[src/rtl/instr_fetch_queue_if.sv]
// Fetch-queue bus: instruction-memory request/response, IF/ID delivery and
// branch redirect. The master modport is the fetch queue side.
interface instr_fetch_queue_if #(
   parameter int unsigned ADDR_W  = 64,
   parameter int unsigned INSTR_W = 32
);
   logic               imem_req;
   logic [ADDR_W-1:0]  imem_addr;
   logic               imem_gnt;
   logic               imem_rvalid;
   logic [INSTR_W-1:0] imem_rdata;
   logic               if_valid;
   logic [ADDR_W-1:0]  if_pc;
   logic [INSTR_W-1:0] if_instr;
   logic               id_ready;
   logic               redirect_valid;
   logic [ADDR_W-1:0]  redirect_pc;

   modport master (
      output imem_req, imem_addr, if_valid, if_pc, if_instr,
      input  imem_gnt, imem_rvalid, imem_rdata, id_ready, redirect_valid, redirect_pc
   );

   modport slave (
      input  imem_req, imem_addr, if_valid, if_pc, if_instr,
      output imem_gnt, imem_rvalid, imem_rdata, id_ready, redirect_valid, redirect_pc
   );
endinterface

[src/rtl/instr_fetch_queue.sv]
// Prefetch queue: owns the fetch PC, keeps one memory request in flight and
// buffers returned {PC, instruction} pairs for IF/ID; redirects flush it.
module instr_fetch_queue #(
   parameter int unsigned        DEPTH    = 4,
   parameter int unsigned        ADDR_W   = 64,
   parameter int unsigned        INSTR_W  = 32,
   parameter logic [ADDR_W-1:0]  RESET_PC = '0
) (
   input logic                  clk,
   input logic                  reset,
   instr_fetch_queue_if.master  bus
);
   localparam int unsigned      PTR_W   = $clog2(DEPTH);
   localparam int unsigned      CNT_W   = $clog2(DEPTH) + 1;
   localparam logic [CNT_W-1:0] DEPTH_C = CNT_W'(DEPTH);

   typedef enum logic [1:0] {IDLE, REQ, WAIT, DRAIN} state_e;

   state_e             state_q, state_d;
   logic [ADDR_W-1:0]  fetch_pc_q, fetch_pc_d;
   logic [ADDR_W-1:0]  addr_q, addr_d;
   logic               req_q, req_d;
   logic [CNT_W-1:0]   count_q, count_d;
   logic [PTR_W-1:0]   rd_ptr_q, rd_ptr_d;
   logic [PTR_W-1:0]   wr_ptr_q, wr_ptr_d;
   logic [ADDR_W-1:0]  pc_mem_q  [DEPTH];
   logic [INSTR_W-1:0] ins_mem_q [DEPTH];
   logic               push, pop;

   always_comb begin
      state_d    = state_q;
      fetch_pc_d = fetch_pc_q;
      addr_d     = addr_q;
      req_d      = req_q;
      push       = 1'b0;
      pop        = 1'b0;
      if (bus.redirect_valid) begin
         fetch_pc_d = {bus.redirect_pc[ADDR_W-1:2], 2'b00};
         req_d      = 1'b0;
         case (state_q)
            // A grant with a same-cycle response leaves nothing in flight to drain
            REQ:     state_d = (bus.imem_gnt && !bus.imem_rvalid) ? DRAIN : IDLE;
            WAIT:    state_d = bus.imem_rvalid ? IDLE : DRAIN;
            DRAIN:   state_d = bus.imem_rvalid ? IDLE : DRAIN;
            default: state_d = IDLE;
         endcase
      end else begin
         pop = (count_q != '0) && bus.id_ready;
         case (state_q)
            IDLE: begin
               if (count_q < DEPTH_C) begin
                  state_d = REQ;
                  req_d   = 1'b1;
                  addr_d  = fetch_pc_q;
               end
            end
            REQ: begin
               if (bus.imem_gnt) begin
                  req_d      = 1'b0;
                  fetch_pc_d = fetch_pc_q + ADDR_W'(4);
                  if (bus.imem_rvalid) begin
                     push    = 1'b1;
                     state_d = IDLE;
                  end else begin
                     state_d = WAIT;
                  end
               end
            end
            WAIT: begin
               if (bus.imem_rvalid) begin
                  push    = 1'b1;
                  state_d = IDLE;
               end
            end
            DRAIN: begin
               if (bus.imem_rvalid) state_d = IDLE;
            end
            default: state_d = IDLE;
         endcase
      end
   end

   always_comb begin
      count_d  = count_q;
      rd_ptr_d = rd_ptr_q;
      wr_ptr_d = wr_ptr_q;
      if (bus.redirect_valid) begin
         count_d  = '0;
         rd_ptr_d = '0;
         wr_ptr_d = '0;
      end else begin
         if (push) wr_ptr_d = wr_ptr_q + 1'b1;
         if (pop)  rd_ptr_d = rd_ptr_q + 1'b1;
         if (push && !pop)      count_d = count_q + 1'b1;
         else if (pop && !push) count_d = count_q - 1'b1;
      end
   end

   always_ff @(posedge clk) begin
      if (reset) begin
         state_q    <= IDLE;
         fetch_pc_q <= RESET_PC;
         addr_q     <= RESET_PC;
         req_q      <= 1'b0;
         count_q    <= '0;
         rd_ptr_q   <= '0;
         wr_ptr_q   <= '0;
         for (int unsigned i = 0; i < DEPTH; i++) begin
            pc_mem_q[PTR_W'(i)]  <= '0;
            ins_mem_q[PTR_W'(i)] <= '0;
         end
      end else begin
         state_q    <= state_d;
         fetch_pc_q <= fetch_pc_d;
         addr_q     <= addr_d;
         req_q      <= req_d;
         count_q    <= count_d;
         rd_ptr_q   <= rd_ptr_d;
         wr_ptr_q   <= wr_ptr_d;
         if (push) begin
            pc_mem_q[wr_ptr_q]  <= addr_q;
            ins_mem_q[wr_ptr_q] <= bus.imem_rdata;
         end
      end
   end

   assign bus.imem_req  = req_q;
   assign bus.imem_addr = addr_q;
   assign bus.if_valid  = (count_q != '0);
   assign bus.if_pc     = pc_mem_q[rd_ptr_q];
   assign bus.if_instr  = ins_mem_q[rd_ptr_q];
endmodule

[src/flat_wrapper.sv]
// flat-port wrapper written by rule: the top's interface ports become plain ports
module instr_fetch_queue_flat 
#(
   parameter int unsigned        DEPTH    = 4,
   parameter int unsigned        ADDR_W   = 64,
   parameter int unsigned        INSTR_W  = 32,
   parameter logic [ADDR_W-1:0]  RESET_PC = '0
)
  (clk, reset, bus_imem_req, bus_imem_addr, bus_if_valid, bus_if_pc, bus_if_instr, bus_imem_gnt, bus_imem_rvalid, bus_imem_rdata, bus_id_ready, bus_redirect_valid, bus_redirect_pc);
  instr_fetch_queue_if #(.ADDR_W(ADDR_W), .INSTR_W(INSTR_W)) bus_i ();
  input logic clk;
  input logic reset;
  output wire logic [$bits(bus_i.imem_req)-1:0] bus_imem_req;
  output wire logic [$bits(bus_i.imem_addr)-1:0] bus_imem_addr;
  output wire logic [$bits(bus_i.if_valid)-1:0] bus_if_valid;
  output wire logic [$bits(bus_i.if_pc)-1:0] bus_if_pc;
  output wire logic [$bits(bus_i.if_instr)-1:0] bus_if_instr;
  input wire logic [$bits(bus_i.imem_gnt)-1:0] bus_imem_gnt;
  input wire logic [$bits(bus_i.imem_rvalid)-1:0] bus_imem_rvalid;
  input wire logic [$bits(bus_i.imem_rdata)-1:0] bus_imem_rdata;
  input wire logic [$bits(bus_i.id_ready)-1:0] bus_id_ready;
  input wire logic [$bits(bus_i.redirect_valid)-1:0] bus_redirect_valid;
  input wire logic [$bits(bus_i.redirect_pc)-1:0] bus_redirect_pc;
  assign bus_imem_req = bus_i.imem_req;
  assign bus_imem_addr = bus_i.imem_addr;
  assign bus_if_valid = bus_i.if_valid;
  assign bus_if_pc = bus_i.if_pc;
  assign bus_if_instr = bus_i.if_instr;
  assign bus_i.imem_gnt = bus_imem_gnt;
  assign bus_i.imem_rvalid = bus_imem_rvalid;
  assign bus_i.imem_rdata = bus_imem_rdata;
  assign bus_i.id_ready = bus_id_ready;
  assign bus_i.redirect_valid = bus_redirect_valid;
  assign bus_i.redirect_pc = bus_redirect_pc;
  instr_fetch_queue #(.DEPTH(DEPTH), .ADDR_W(ADDR_W), .INSTR_W(INSTR_W), .RESET_PC(RESET_PC)) u_core (.clk(clk), .reset(reset), .bus(bus_i));
endmodule
[config.mk]
export PLATFORM = sky130hd
export DESIGN_NAME = instr_fetch_queue_flat
export DESIGN_NICKNAME = d
export VERILOG_FILES = /design/src/rtl/instr_fetch_queue_if.sv /design/src/rtl/instr_fetch_queue.sv /design/src/flat_wrapper.sv
export SDC_FILE = /design/constraint.sdc
export NUM_CORES = 1
export LEC_CHECK = 0
export BUFFER_PORTS_ARGS = -buffer_cell sky130_fd_sc_hd__buf_2
export CAP_MARGIN = 20
export CORE_ASPECT_RATIO = 1.4
export CORE_MARGIN = 2
export CORE_UTILIZATION = 50
export CTS_CLUSTER_SIZE = 40
export DETAILED_ROUTE_END_ITERATION = 7
export GPL_TIMING_DRIVEN = 0
export PLACE_DENSITY = 0.77
export SLEW_MARGIN = 20
export SYNTH_ARGS = -nofsm -noshare
export SYNTH_HDL_FRONTEND = slang
export SYNTH_SLANG_ARGS = --single-unit
[constraint.sdc]
create_clock -name clk -period 18.4 [get_ports clk]
set_input_delay 3.68 -clock clk [delete_from_list [all_inputs] [get_ports clk]]
set_output_delay 3.68 -clock clk [all_outputs]
set_load 0.02 [all_outputs]
==> results by group, run 1 <==
Status
  • Run status: complete, no violations

Timing
  • RSZ-0062 raised after global routing: no
  • Fin. Hold Viols: 0
  • Rel. slew slack: a little over a quarter
  • Clock skew: 23.3 ps
  • Fin crit share: 39.0%
  • Hold WS: 482 ps
  • Final setup fails: 0
  • Least-Margin Pin Slew: approximately 1100 ps
  • TNS Setup: 0 ps
  • Fin. max-slew vios: 0
  • Fmax: between 100 and 150 MHz
  • Post-layout min period: 7170 ps

Floorplan
  • Row Count: 91
  • I/O pin count: 264
  • Initial Util: roughly half
  • CORE AREA: between 40,000 and 50,000 um^2
  • Die X-Extent: 183 um
  • Die H: 254 um
  • Die footprint: 46,500 um^2

CTS
  • CTS tree: yes
  • Root Buffer: clkbuf_16
  • Post-CTS Hold Buffers: 0
  • Clock sink count: 512
  • Worst-path clk slew: roughly 60 ps
  • CTS buffer count: 47
  • Later-pin clock latency in the skew report: 570 ps
  • Clock tree buffer depth: 3
  • Setup Fix Bufs, Post-CTS: 0
  • Resized Gates After CTS: 0
  • H-Tree Depth: 2

Routing
  • Routed vias: 15.4k
  • DR WL met3: between 3000 and 4000 um
  • Drc violations: 0
  • Per-cell routed wire length: 22.3 um
  • DR WL met2: 30,200 um
  • Top Metal Used: met4
  • Drt initial violations: roughly 1.4k
  • Drt pass-1 iters: 5
  • Post-Route M1 WL: 22,600 um
  • Vias per cell: 5.82
  • Routed Antenna Nets: 0
  • Final wirelength: 59,100 um

Synthesis
  • Mapped cell area: 22,400 um^2
  • Yosys synthesis warning count: 0
  • Synth area leader: edfxtp_1
  • Seq cells post-synth: 512
  • Sequential share of the synthesized area: 62.6%
  • Library cells used by synthesis: 43
  • Commonest register cell after synthesis: edfxtp_1
  • Mapped Cells: 1,725
  • Post-synthesis async set-or-reset flop share: 0%
  • Post-synth top area share: 50.5%
  • Synth area leaders: edfxtp_1 50%, dfxtp_1 12%, mux4_2 9.5%, and2_1 7.9%, and3_1 2.9%
  • Avg Cell Area, Syn: around 13 um^2
  • Post-synth EDFFs: 376

Global routing
  • GRT Residual Overflow: 0
  • Largest net degree at the start of global routing: 41
  • Initial antenna violation count: 6
  • Vias in the first global route: 15.4k
  • First-pass GRT wire length: 88,000 um
  • Global-route usage over all layers: around 25%

Worst setup path
  • CP Launch Type: register
  • Kind of critical path: register to output port
  • CP endpoint kind: output port
  • Worst EP arrival: about 3500 ps
  • Worst Path Required: 14,720 ps
  • Crit-path max FO: 10
  • R2R cell count: 10

Placed design
  • Placed cells: 2,555
  • IO buf count: 255
  • Post-DP HPWL: 41,200 um
  • Final GP Congestion: 0.900

Power
  • P_leak: between 0.009 and 0.01 uW
  • Net Sw Power: 544 uW
  • Logic pwr share: 6.3%
  • Sw Ratio: 23.0%
  • Clock power share: 38.4%
  • Maximum vdd drop: 0.0731 mV
  • PwrDens: 90.6 nW/um^2
  • Seq pwr share: 55.3%
  • Internal: approximately 1800 uW

Final layout
  • Filler instances: around 3.5k
  • Layout cells sized above 1: 21.5%
  • Area Overhead vs Synth: 16.7%
  • Total Nets Final: 2,155
  • Post-route insts no fill: 2,648

Run
  • Max_cap viols: 0

Worst hold path
  • Hold Crit Depth: 2
  • Min-Delay Path Class: register to register
## Yosys cell counts (2+ instances only)
cell type	instances
edfxtp_1	376
xor2_1	15
nor3_1	12
o21bai_1	3
dfxtp_1	136
and3_1	103
ha_1	6
and4_1	6
buf_4	6
nand4_2	2
mux4_2	94
and2_1	283
nor4_1	16
nor3b_1	2
nand4_1	17
inv_1	16
a31o_2	3
clkbuf_1	116
o31ai_1	14
a211oi_1	27
o21ai_0	14
xnor2_1	25
mux2i_1	3
a311oi_1	24
or4_1	19
buf_1	11
buf_2	3
a31oi_1	2
or3_1	19
nand2_1	162
or2_2	6
nor2_1	75
a21oi_1	77
nand3_1	23
## state kept, by name, summed over array words and instances (netlist names), named ones only
| signal | count |
|---|---|
| u_core.fetch_pc_q | 62 |
| u_core.state_q | 2 |
| u_core.ins_mem_q | 128 |
| u_core.bus.imem_req | 1 |
| u_core.wr_ptr_q | 2 |
| u_core.rd_ptr_q | 2 |
| u_core.pc_mem_q | 248 |
| u_core.count_q | 3 |
| u_core.bus.imem_addr | 62 |
## cell families after synthesis
group	after synthesis	share of synthesized area, %
and+or+nand+nor	747	18.3
DFF	512	62.6
AOI/OAI and AO/OA	168	4.77
buffers and inverters	153	2.69
muxes	97	9.59
xor gates and xnor gates	40	1.57
adders and majority gates	7	0.425
other	1	0.0168
## worst paths after layout
kind         slack, ps             startpoint                        to
max              11230               register             bus_if_pc[57]
min                480  u_core.fetch_pc_q[46]  u_core.bus.imem_addr[46]
max reg2reg      14730      u_core.state_q[1]    u_core.pc_mem_q[1][59]
min reg2reg        480  u_core.fetch_pc_q[46]  u_core.bus.imem_addr[46]
## cell type report
class | instances | area (um^2) | area share, %
clock buffer | 63 | 1250 | 4.77
inverter | 16 | 60.1 | 0.230
sequential | 512 | 14000 | 53.6
antenna | 11 | 27.5 | 0.105
multi-input combinational | 1063 | 7820 | 29.9
clock inverter | 19 | 140 | 0.536
timing repair buffer | 269 | 1580 | 6.04
tap | 558 | 698 | 2.67
buffer | 137 | 542 | 2.07
## power by group through the flow
stage / clock [uW] / combinational [uW] / sequential (uW)
2_1_floorplan: 0 / 78.0 / 1330
3_3_place_gp: 0 / 139 / 1330
3_5_place_dp: 0 / 149 / 1330
4_1_cts: 914 / 150 / 1310
5_1_grt: 957 / 160 / 1310
6_report: 908 / 150 / 1310
## layer usage
| metal | up-vias | GRT usage (%) |
|---|---|---|
| met5 | - | 0 |
| met4 | 0 | 11.0 |
| met3 | 133 | 3.28 |
| met2 | 684 | 43.9 |
| met1 | 7619 | 31.1 |
| li1 | 6981 | - |
## cells in the final DEF, fill, tap and decap left out, types with 19 or more instances in the layout
master	count
edfxtp_1	376
and2_1	283
buf_2	260
nand2_1	162
dfxtp_1	136
clkbuf_1	131
and3_1	103
mux4_2	94
a21oi_1	77
nor2_1	75
clkbuf_16	47
a211oi_1	27
xnor2_1	25
a311oi_1	24
nand3_1	23
or3_1	19
or4_1	19
## through the flow
step	worst slack [ps]	total power [uW]	instance area, um^2	util (%)
2_1_floorplan	8960	1410	22400	-
3_3_place_gp	4910	1470	24400	55.1
3_5_place_dp	11680	1480	24700	55.9
4_1_cts	11100	2370	26100	59.1
5_1_grt	10990	2430	26100	59.1
6_report	11230	2370	26100	59.1
## critical path, stage by stage, from the launching register on
cell,delay (ps)
dfxtp_1,310
clkbuf_1,290
buf_1,760
buf_1,740
mux4_2,650
buf_2,190
(Power assumes the default switching activity.)
==> inputs of run 2 (changes only) <==
ABC_AREA = 1   (was not set)
clock period = 7.34 ns   (was 18.4 ns; I/O delays follow)
==> run 2 against run 1 <==
Clock power grew to 2.8 times the previous value. Total power grew to 2.7 times the previous value. Non-clock buffer count grew 17. Critical path type unchanged. Largest cell class unchanged.
==> results by group, run 2 <==
Global routing
  • GRT Residual Overflow: 0 (unchanged)
  • Initial antenna violation count: 0 (-6)
  • Vias in the first global route: 19.7k (+28%)
  • Largest net degree at the start of global routing: 47 (+15%)
  • First-pass GRT wire length: 114,000 um (+30%)
  • Global-route usage over all layers: 31.1% (+6.1 points)

Final layout
  • Max FFs per register: 248 (unchanged)
  • Commonest non-fill, non-tap cell in the layout: nor2_1
  • Total Nets Final: 3,023 (+40%)
  • Area Overhead vs Synth: 17.6%
  • Ant. Diodes: 0 (-11)
  • Largest Register: u_core.pc_mem_q
  • Commonest non-fill, non-tap cells in the layout: 585 x nor2_1, 376 x edfxtp_1, 328 x nand2_1
  • Layout cells sized above 1: 17.3% (-4.2 points)
  • Filler instances: 3,941 (+13%)
  • Largest registers: u_core.pc_mem_q: 248 flops, u_core.ins_mem_q: 128 flops

CTS
  • Resized Gates After CTS: 0 (unchanged)
  • Root Buffer: clkbuf_16
  • Clock sink count: 512 (unchanged)
  • Clock tree buffer depth: 3 (unchanged)
  • Worst-path clk slew: 60 ps (about the same)
  • H-Tree Depth: 2 (unchanged)
  • CTS buffer count: 49 (+4.3%)
  • Setup Fix Bufs, Post-CTS: 0 (unchanged)
  • Later-pin clock latency in the skew report: 590 ps (+20 ps)
  • CTS tree: yes
  • Post-CTS Hold Buffers: 0 (unchanged)

Routing
  • Per-cell routed wire length: 21.8 um (-2.5%)
  • Final wirelength: 77,800 um (+32%)
  • Vias per cell: 5.59 (-4.0%)
  • Routed vias: 20.0k (+30%)
  • Drt initial violations: 1,956 (+35%)
  • Drt pass-1 iters: 6 (+1)
  • Drc violations: 0 (unchanged)
  • Routed Antenna Nets: 0 (unchanged)

Floorplan
  • I/O pin count: 264 (unchanged)
  • Initial Util: 50.4% (-0.29 points)
  • Die H: 261 um (+2.5%)
  • CORE AREA: 46,700 um^2 (+5.7%)
  • Die X-Extent: 187 um (+2.5%)
  • Die footprint: 48,800 um^2 (+5.0%)
  • Row Count: 94 (+3.3%)

Worst setup path
  • R2R cell count: 12 (+2)
  • Critical Path, Cell by Cell: buf_2 -> buf_2 -> clkinv_1 -> buf_2 -> clkbuf_1 -> o21ai_0 -> o22ai_1 -> buf_2
  • Top delay family on crit path: buffers and inverters
  • Worst EP arrival: 3260 ps (-230 ps)
  • CP endpoint kind: output port
  • Worst path most repeated cell: buf_2
  • Max incr delay on CP: 390 ps (-370 ps)
  • CP Buf/Inv Count: 6 (+2)
  • Crit-path max FO: 10 (unchanged)
  • CP Launch Type: register
  • Stages on the worst setup path: 8 (+3)
  • Worst Path Required: 5870 ps (-8850 ps)
  • Kind of critical path: register to output port
  • Slowest CP cell: clkinv_1

Synthesis
  • Cell with the most instances after synthesis: nor2_1
  • Post-synth top area share: 48.0% (-2.4 points)
  • Seq cells post-synth: 512 (unchanged)
  • Commonest register cell after synthesis: edfxtp_1
  • Library cells used by synthesis: 39 (-9.3%)
  • Post-synth EDFFs: 376 (unchanged)
  • Post-synthesis async set-or-reset flop share: 0% (unchanged)
  • Mapped Cells: 2,585 (+50%)
  • Sequential share of the synthesized area: 59.6% (-3.0 points)
  • Synth area leader: edfxtp_1
  • Avg Cell Area, Syn: 9.10 um^2 (-30%)
  • Synth cell count leaders: 585 x nor2_1, 376 x edfxtp_1, 329 x nand2_1
  • Mapped cell area: 23,500 um^2 (+5.1%)
  • Synth area leaders: edfxtp_1 48%, dfxtp_1 12%, nor2_1 9.3%, o21ai_0 6.6%, nand2_1 5.3%
  • Yosys synthesis warning count: 0 (unchanged)

Placed design
  • IO buf count: 257 (+0.78%)
  • Post-DP HPWL: 57,100 um (+39%)
  • Final GP Congestion: 0.994 (+10%)

Timing
  • Fin. max-slew vios: 0 (unchanged)
  • TNS Setup: 0 ps (unchanged)
  • Fin. Hold Viols: 0 (unchanged)
  • Fin crit share: 64.4%
  • Post-layout min period: between 4000 and 5000 ps
  • Rel. slew slack: 28.1% (+1.2 points)
  • Clock skew: 17.0 ps (-6.28 ps)
  • RSZ-0062 raised after global routing: no
  • Final setup fails: 0 (unchanged)
  • Fmax: 211 MHz
  • Least-Margin Pin Slew: 1080 ps (-18.7 ps)

Power
  • Maximum vdd drop: 0.162 mV (+120%)
  • Sw Ratio: 24.9% (+1.9 points)
  • Final Power: 6350 uW (+170%)
  • Seq pwr share: 52.3% (-3.0 points)
  • PwrDens: 230 nW/um^2 (+150%)
  • Logic pwr share: 8.2% (+1.9 points)
  • Clock power share: 39.5% (+1.1 points)
  • P_leak: 0.0108 uW (+9.3%)
  • Internal: 4770 uW (+160%)
  • Net Sw Power: 1580 uW (+190%)

Run
  • Max_cap viols: 0 (unchanged)

Worst hold path
  • Min-Delay Path Class: register to register
  • Hold Crit Depth: 1 (-1)

Status
  • Run status: complete, no violations
==> run 2: cell count changes in the layout (fill, tap and decap cells not counted), moves of 103 or more <==
cell,previous run,this run
and3_1,103,0
nor2_1,75,585
and2_1,283,0
o21ai_0,14,305
inv_1,16,226
nand2_1,162,328
==> run 2: path summary, 6_finish.rpt <==
check                           from                       to  slack, ps
setup / recovery            register            bus_if_pc[42]       2610
hold / removal    u_core.rd_ptr_q[0]       u_core.rd_ptr_q[0]        480
setup reg to reg   u_core.state_q[1]  u_core.ins_mem_q[0][30]       3760
hold reg to reg   u_core.rd_ptr_q[0]       u_core.rd_ptr_q[0]        480
==> run 2: power groups by stage <==
stage | clock network (uW) | logic [uW] | registers [uW]
after floorplan | 0 | 247 | 3400
after global placement | 0 | 475 | 3410
after detailed placement | 0 | 516 | 3380
after CTS | 2510 | 518 | 3320
after global routing | 2610 | 558 | 3330
final | 2510 | 521 | 3320
==> run 2: metrics by stage <==
step                util [%]  setup slack [ps]  cell area (um^2)  hold slack, ps  instances
CTS                     59.2              2680             27700             483       3576
finish                  59.2              2610             27700             482       3576
global route            59.2              2530             27700             512       3576
global placement        54.8             -7600             25600             449       3469
detailed placement      55.9              2930             26100             470       3487
floorplan                  -             -1980             23500             436       2588
==> run 2: routing by layer <==
metal	track usage (%)	vias to the layer above	share of wire [%]
li1	-	9287	-
met1	35.7	9435	36
met2	55.5	1061	50
met3	3.99	212	7.2
met4	18.8	0	6.6
met5	0	-	0
==> run 2: final cells by class <==
cell class	instances	area (um^2)	area share (%)
multi-input combinational	1646	7850	28.4
sequential	512	14000	50.7
clock inverter	29	243	0.877
tap	624	781	2.82
inverter	282	1060	3.84
clock buffer	60	1320	4.77
timing repair buffer	275	1750	6.32
buffer	148	643	2.32
==> run 2: logic make-up after synthesis <==
group | Yosys count | synth area share [%]
and+or+nand+nor | 1068 | 19.6
AOI/OAI and AO/OA | 550 | 12.5
DFF | 512 | 59.6
buffers and inverters | 430 | 7.25
xor gates and xnor gates | 17 | 0.633
adders and majority gates | 7 | 0.404
other | 1 | 0.0159
==> inputs of run 3 (changes only) <==
PLACE_DENSITY = 0.8   (was 0.77)
clock period = 4 ns   (was 7.34 ns; I/O delays follow)
==> run 3 against run 2 <==
Global-route usage down 0.21 points. Core utilization down 0.27 points. Register-to-register slack worse by 3200 ps.
==> results by group, run 3 (synthesis gave the netlist of run 2 again) <==
Floorplan
  • Die X-Extent: 187 um (unchanged)
  • Row Count: 94 (unchanged)
  • CORE AREA: 46,700 um^2 (unchanged)
  • Die H: 261 um (unchanged)
  • I/O pin count: 264 (unchanged)
  • Die footprint: 48,800 um^2 (unchanged)
  • Initial Util: 50.4% (unchanged)

Placed design
  • IO buf count: 257 (unchanged)
  • Final GP Congestion: 1.02 (+2.1%)
  • Post-DP HPWL: 56,300 um (-1.4%)
  • Dpl cell area: 26,100 um^2 (about the same)
  • Dpl ws: 419 ps (-2510 ps)

Final layout
  • Largest registers: u_core.pc_mem_q: 248 flops, u_core.ins_mem_q: 128 flops
  • Commonest non-fill, non-tap cells in the layout: 585 x nor2_1, 376 x edfxtp_1, 328 x nand2_1
  • Layout cells sized above 1: 17.1% (-0.24 points)
  • Total Nets Final: 3,020 (-0.099%)
  • Filler instances: 3,995 (+1.4%)
  • Largest Register: u_core.pc_mem_q
  • Final Util: 59.0% (-0.27 points)
  • Ant. Diodes: 0 (unchanged)
  • Area Overhead vs Synth: 17.1%
  • Commonest non-fill, non-tap cell in the layout: nor2_1
  • Post-route cell area: 27,500 um^2 (-0.45%)
  • Max FFs per register: 248 (unchanged)

Worst setup path
  • Crit-path max FO: 10 (unchanged)
  • Kind of critical path: register to output port
  • CP endpoint kind: output port
  • R2R cell count: 11 (-1)
  • Critical R2R Launch: u_core.state_q[1]
  • CP Launch Type: register
  • Worst EP arrival: 3080 ps (-180 ps)
  • Setup slack, reg-to-reg: 570 ps (-3190 ps)
  • Worst r2r dst: u_core.pc_mem_q[0][5]
  • Worst Path Required: 3200 ps (-2670 ps)

Global routing
  • Global-route usage over all layers: 30.8% (-0.21 points)
  • Largest net degree at the start of global routing: 66 (+40%)
  • Initial antenna violation count: 0 (unchanged)
  • First-pass GRT wire length: 114,000 um (+0.25%)
  • Vias in the first global route: 20.0k (+1.7%)
  • GRT Residual Overflow: 0 (unchanged)

Timing
  • TNS Setup: 0 ps (unchanged)
  • Post-layout min period: 3880 ps
  • Fin. Hold Viols: 0 (unchanged)
  • Final setup fails: 0 (unchanged)
  • Worst Slack Setup Final: 116 ps (-2490 ps)
  • RSZ-0062 raised after global routing: no
  • Fin. max-slew vios: 0 (unchanged)
  • Rel. slew slack: 23.6% (-4.5 points)
  • Clock skew: 16.9 ps (-0.0632 ps)
  • Fmax: about 260 MHz
  • Fin crit share: 97.1%
  • Least-Margin Pin Slew: 1150 ps (+68.1 ps)

Routing
  • Routed Antenna Nets: 0 (unchanged)
  • Routed vias: 20.2k (+1.0%)
  • Vias per cell: 5.67 (+1.3%)
  • Per-cell routed wire length: 21.6 um (-0.86%)
  • Drc violations: 0 (unchanged)
  • Final wirelength: 76,900 um (-1.2%)
  • Drt initial violations: 2,095 (+7.1%)
  • Drt pass-1 iters: 7 (+1)

CTS
  • CTS tree: yes
  • H-Tree Depth: 2 (unchanged)
  • Clock tree buffer depth: 3 (unchanged)
  • CTS buffer count: 47 (-4.1%)
  • Worst-path clk slew: 60 ps (about the same)
  • Root Buffer: clkbuf_16
  • Clock sink count: 512 (unchanged)
  • Setup Fix Bufs, Post-CTS: 0 (unchanged)
  • Later-pin clock latency in the skew report: 570 ps (-20 ps)

Run
  • Max_cap viols: 0 (unchanged)

Worst hold path
  • Min-Delay Path Class: register to register
  • HP Start: u_core.rd_ptr_q[1]
  • Hold Crit Depth: 2 (+1)
  • Hold path endpoint: u_core.rd_ptr_q[1]

Power
  • PwrDens: 415 nW/um^2 (+81%)
  • P_leak: 0.0107 uW (-0.64%)
  • Maximum vdd drop: 0.262 mV (+62%)

Status
  • Run status: complete, no violations
[run 3: cell count changes in the layout (fill, tap and decap cells not counted)]
cell,delta
clkinv_1,-8
buf_12,-1
clkinvlp_2,-1
nand2_4,-1
buf_16,+1
buf_8,-1
clkinv_4,-4
clkbuf_16,-3
inv_8,-1
clkbuf_1,+6
nand2_8,+1
clkinvlp_4,+1
[run 3: per-layer routing]
metal,up-vias,track usage [%],routed length [um]
li1,9252,-,-
met1,9555,35.5,26800
met2,1140,54.1,38400
met3,251,3.56,6100
met4,0,21.3,5660
met5,-,0,0
[run 3: cell type report]
class	count	area [um^2]	share of cell area (%)
Clock buffer	63	1270	4.60
Buffer	148	643	2.34
Sequential cell	512	14000	50.9
Timing Repair Buffer	274	1740	6.32
Tap cell	624	781	2.84
Clock inverter	16	168	0.609
Inverter	282	1060	3.86
Multi-Input combinational cell	1646	7860	28.5
[run 3: repair_timing]
item,in CTS,in global routing
setup endpoints to repair,1,0
resized for setup,1,0
hold buffers,0,0
[run 3: worst max-delay path, stage by stage (launching register included)]
cell and delay, ps:
dfxtp_1 290, buf_2 220, buf_2 270, clkinv_2 180, buf_2 380, clkbuf_1 400
o21ai_0 160, o22ai_1 360, buf_2 250
[run 3: worst max path at each step]
| stage | endpoint | slack (ps) | start | cells after the start |
|---|---|---|---|---|
| after floorplan | u_core.ins_mem_q[1][0] | -330 | bus_redirect_valid | 7 |
| after detailed placement | u_core.pc_mem_q[1][8] | 420 | bus_imem_gnt | 11 |
| after CTS | bus_if_pc[42] | 100 | register | 8 |
| final | bus_if_pc[42] | 120 | register | 8 |
| after global placement | u_core.pc_mem_q[3][16] | -2660 | bus_imem_gnt | 8 |
| after global routing | bus_if_pc[45] | 80 | register | 8 |
[run 3: per-stage QoR]
step / hold slack (ps) / power (uW) / std cells
after global placement: 452 / 7080 / 3469
final: 478 / 11400 / 3565
after floorplan: 436 / 6670 / 2588
after detailed placement: 462 / 7150 / 3486
after CTS: 474 / 11400 / 3565
after global routing: 507 / 11700 / 3565
[run 3: power by group]
part	internal [uW]	total (uW)	switching, uW
Sequential	5920	6090	173
Combinational	287	961	674
Clock	2410	4380	1970
